### src/rtl/mips_dmem_bridge.sv
// Bridges the single-cycle MIPS core data-memory port onto a valid/ready data bus.
// One bus transaction per core access; stalls the core until the access completes or times out.
module mips_dmem_bridge #(
    parameter int unsigned TIMEOUT_CYCLES = 256,
    parameter int unsigned CNT_W          = 9
) (
    input  logic        clk,
    input  logic        rst,
    input  logic [31:0] cpu_addr,
    input  logic        cpu_mem_read,
    input  logic        cpu_mem_write,
    input  logic [31:0] cpu_wdata,
    input  logic [3:0]  cpu_wstrb,
    output logic [31:0] cpu_rdata,
    output logic        cpu_stall,
    output logic        mem_req_valid,
    input  logic        mem_req_ready,
    output logic [31:0] mem_addr,
    output logic        mem_wen,
    output logic [31:0] mem_wdata,
    output logic [3:0]  mem_wstrb,
    input  logic        mem_resp_valid,
    output logic        mem_resp_ready,
    input  logic [31:0] mem_rdata,
    output logic        err_timeout,
    input  logic        err_clr
);

    typedef enum logic [1:0] {
        IDLE,
        REQ,
        RESP,
        DONE
    } state_t;

    localparam bit              TO_EN    = (TIMEOUT_CYCLES != 0);
    localparam logic [CNT_W-1:0] CNT_LAST = CNT_W'(TIMEOUT_CYCLES - 1);

    state_t           state;
    state_t           state_nxt;

    logic [31:0]      addr_q;
    logic [31:0]      wdata_q;
    logic [3:0]       wstrb_q;
    logic             wen_q;
    logic [31:0]      rdata_q;
    logic [CNT_W-1:0] cnt_q;
    logic             drain_pending;
    logic             err_q;

    logic             access;
    logic             in_req;
    logic             in_resp;
    logic             resp_beat;
    logic             resp_take;
    logic             cnt_at_last;
    logic             timeout_hit;

    assign access      = cpu_mem_read | cpu_mem_write;
    assign in_req      = (state == REQ);
    assign in_resp     = (state == RESP);
    assign resp_beat   = in_resp & mem_resp_valid;
    assign resp_take   = resp_beat & ~drain_pending;
    assign cnt_at_last = (cnt_q == CNT_LAST);

    // A stale beat being drained does not count as completion, so it cannot hold off the timeout.
    assign timeout_hit = TO_EN & cnt_at_last &
                         ((in_req & ~mem_req_ready) | (in_resp & ~resp_take));

    always_ff @(posedge clk) begin
        if (rst) begin
            state <= IDLE;
        end else begin
            state <= state_nxt;
        end
    end

    always_comb begin
        state_nxt      = state;
        cpu_stall      = 1'b0;
        mem_req_valid  = 1'b0;
        mem_resp_ready = 1'b0;
        case (state)
            IDLE: begin
                cpu_stall = access;
                if (access) begin
                    state_nxt = REQ;
                end
            end
            REQ: begin
                cpu_stall     = 1'b1;
                mem_req_valid = 1'b1;
                if (mem_req_ready) begin
                    state_nxt = wen_q ? DONE : RESP;
                end else if (timeout_hit) begin
                    state_nxt = DONE;
                end
            end
            RESP: begin
                cpu_stall      = 1'b1;
                mem_resp_ready = 1'b1;
                if (resp_take || timeout_hit) begin
                    state_nxt = DONE;
                end
            end
            DONE: begin
                state_nxt = IDLE;
            end
            default: begin
                state_nxt = IDLE;
            end
        endcase
    end

    always_ff @(posedge clk) begin
        if (rst) begin
            addr_q        <= '0;
            wdata_q       <= '0;
            wstrb_q       <= '0;
            wen_q         <= 1'b0;
            rdata_q       <= '0;
            cnt_q         <= '0;
            drain_pending <= 1'b0;
            err_q         <= 1'b0;
        end else begin
            if (state == IDLE && access) begin
                addr_q  <= cpu_addr;
                wdata_q <= cpu_wdata;
                wen_q   <= cpu_mem_write;
                wstrb_q <= cpu_mem_write ? cpu_wstrb : '0;
                cnt_q   <= '0;
            end

            // Saturating at the last count keeps a handshake on the final REQ cycle from
            // pushing the counter past the compare value.
            if ((in_req || in_resp) && !cnt_at_last) begin
                cnt_q <= cnt_q + CNT_W'(1);
            end

            if (resp_beat) begin
                if (drain_pending) begin
                    drain_pending <= 1'b0;
                end else begin
                    rdata_q <= mem_rdata;
                end
            end

            if (timeout_hit) begin
                err_q   <= 1'b1;
                rdata_q <= '0;
                if (in_resp) begin
                    drain_pending <= 1'b1;
                end
            end else if (err_clr) begin
                err_q <= 1'b0;
            end
        end
    end

    assign cpu_rdata   = rdata_q;
    assign mem_addr    = addr_q;
    assign mem_wen     = wen_q;
    assign mem_wdata   = wdata_q;
    assign mem_wstrb   = wstrb_q;
    assign err_timeout = err_q;

endmodule

### config.mk
export PLATFORM = sky130hd
export DESIGN_NAME = mips_dmem_bridge
export DESIGN_NICKNAME = d
export VERILOG_FILES = /design/src/rtl/mips_dmem_bridge.sv
export SDC_FILE = /design/constraint.sdc
export NUM_CORES = 1
export LEC_CHECK = 0
export CAP_MARGIN = 20
export CORE_ASPECT_RATIO = 0.75
export CORE_UTILIZATION = 40
export CTS_CLUSTER_DIAMETER = 60
export DETAILED_ROUTE_END_ITERATION = 8
export HOLD_SLACK_MARGIN = 0.02
export MAX_ROUTING_LAYER = met4
export PLACE_DENSITY = 0.86
export SYNTH_ARGS = -nofsm -noshare
export SYNTH_HDL_FRONTEND = slang
export SYNTH_SLANG_ARGS = --single-unit
### constraint.sdc
create_clock -name clk -period 2.47 [get_ports clk]
set_clock_uncertainty 0.1 [all_clocks]
set_input_delay 0.6175 -clock clk [delete_from_list [all_inputs] [get_ports clk]]
set_output_delay 0.6175 -clock clk [all_outputs]
set_load 0.01 [all_outputs]
==> run metrics <==
status complete, no violations; die height roughly 91 um; DR vias between 4000 and 5000; total iterations of the first detailed-routing run 4; most frequent cell after synthesis nand2_1; min Tclk post-route between 2 and 2.5 ns; Post-synth top cells nand2_1, dfxtp_1, a21oi_1; Core Region around 10000 sq um; via count of the first global-routing pass 4176; crit end category output pin; Final Hold Vio Count 0; Async S/R FF share, synth 0%; synthesized cell area about 4200 sq um; Hold EP mem_wstrb[0]; Initial Util 41.21%; number of synthesized flops with an enable pin 0; register area share after synthesis 53.82%; gr ovfl total 0; Tcrit/Tclk final a little over nine tenths; postcts setup bufs 0; Die W between 100 and 150 um; Net count, final 852; maxcap violations 0; I/O Buffers between 200 and 250; Synth area leaders dfxtp_1, nand2_1, a21oi_1; startpoint types primary input; Finished Layout Cells ~900; Ports between 200 and 250; Die ar. between 10000 and 15000 sq um; Reg clk slew, reported paths 0.05 ns; initial antenna violation count 0; Synth Instances 534; worst skew pair latency ~0.4 ns; Synthesized Nets between 600 and 700; WL/cell ~14 um; ratio of cells with drive above 1 in the final layout 8.267%; Main synth FF type dfxtp_1; Fin Setup TNS 0 ns; share of the synthesized area in the top cell type between 50 and 60%; Tightest Pin Transition between 0.7 and 0.8 ns; Worst VDD drop around 0.57 mV; DRC Markers 0; RR Startpoint cnt_q[0]; Antenna Cells 0; row cnt 32; Hold Crit Start mem_wstrb[0]; Synth Area per Inst 7.941 sq um; Yosys top cell by area dfxtp_1; clock sinks about 110; Layout area overhead 66.24%; utilization after layout between 60 and 70%; Root Buffer clkbuf_16; CTS Buffer Depth 2; DP HPWL 8509 um; worst hold path cell count 2; crit-path max FO 2; TritonCTS clock tree yes; RR Endpoint state[1]; CTS H-Tree Depth 4; Pleak about 0.0026 uW; FF-to-FF setup slack 0.14 ns; synth unique cells 32; largest net degree at the start of global routing 74; Arr. time, crit path around 1.7 ns; Routed Antenna Nets 0; vias per cell between 4 and 5; first-pass GRT wire length approximately 20000 um; R2R depth 8; Pins Over Slew Limit 0; PwrDens 998.7 nW/um^2; Relative slew margins approximately half; worst hold path class flop to flop; Starting DRT DRC Count 313; Placed Cells 855; Max Freq around 0.42 GHz; Global Route Usage Sum 23.02%; Num CTS Buffers 17; Post-Route WL about 12000 um; number of synthesized register bits 114; gp weighted congestion about 0.83; worst endpoint required time 1.75 ns; Ys Warns 0; Setup violations, final 0; Setup CP Type primary input to output pin
[per-layer routing]
| layer | track usage [%] | up-vias | share of wire, % |
|---|---|---|---|
| met4 | 10.60 | 0 | 2.4 |
| met3 | 6.156 | 25 | 6.8 |
| met1 | 26.95 | 2024 | 42 |
| li1 | - | 2147 | - |
| met2 | 36.76 | 167 | 49 |
| met5 | - | - | 0 |
[layout make-up]
class,instances,area [sq um]
fill,755,3241
tap,136,170.2
timing repair buffer,221,2193
inverter,5,18.77
clock inverter,9,80.08
clock buffer,22,494.2
sequential,114,2283
multi-input combinational,379,1809
[power breakdown]
part	internal [uW]	switching, uW	total, uW
clock	1500	806	2310
sequential	2170	176	2340
combinational	1120	1270	2390
total	4790	2250	7040
[critical path, cell delays in order]
cell and delay (ns):
clkdlybuf4s50_1 0.55, o21ai_4 0.06, a21oi_1 0.15, dlygate4sd2_1 0.29
[kinds of logic (layout without fill, tap and decap cells)]
group                      count (synthesis)  count (layout)  share of synthesized area (%)
adders and majority gates                  7               7                          2.065
buffers and inverters                     41             257                          4.278
and+or+nand+nor                          243             243                          23.16
DFF                                      114             114                          53.82
xor gates and xnor gates                   3               3                         0.6198
AOI/OAI and AO/OA                        126             126                          16.05
[cells in the final DEF, fill, tap and decap left out, types with 3 or more instances in the layout]
cell type        instances
dfxtp_1                113
ha_1                     4
nand3_1                  8
clkbuf_8                 5
clkdlybuf4s50_1        209
o21ai_0                  3
a21oi_1                110
inv_1                    3
clkbuf_16               17
clkinvlp_4               4
nor2_1                  12
nand2_1                208
nor3_1                   4
clkinv_2                 4
buf_4                    9
[worst max path at each step]
stage | startpoint | to | slack [ns]
2_1_floorplan | cpu_mem_write | cpu_stall | 0.34
3_3_place_gp | cpu_mem_write | cpu_stall | -0.16
3_5_place_dp | cpu_mem_read | cpu_stall | -0.20
4_1_cts | state[1] | cpu_stall | -0.05
5_1_grt | cnt_q[0] | state[1] | -0.002
6_report | cpu_mem_read | cpu_stall | 0.08
[through the flow]
step | instance area (sq um) | hold slack (ns) | setup WS, ns | power, uW
3_5_place_dp | 6457 | 0.3426 | -0.1959 | 4741
3_3_place_gp | 6457 | 0.3395 | -0.1597 | 4656
6_report | 7049 | 0.3450 | 0.08202 | 7040
4_1_cts | 7030 | 0.3496 | -0.04704 | 7060
2_1_floorplan | 4240 | 0.3539 | 0.3415 | 3622
5_1_grt | 7049 | 0.3625 | -0.002419 | 7452
[flip-flops by register name, summed over array words and instances (netlist names)]
register,flops
cnt_q,9
cpu_rdata,32
drain_pending,1
err_timeout,1
mem_addr,32
mem_wdata,32
mem_wen,1
mem_wstrb,4
state,2
[repair_timing]
item / 4_1_cts / 5_1_grt
gates resized for setup: 1 / 6
hold buffers: 0 / 0
pin swaps: 0 / 0
endpoints found under the setup margin: 2 / 3
Power figures use the tool's default switching activity.
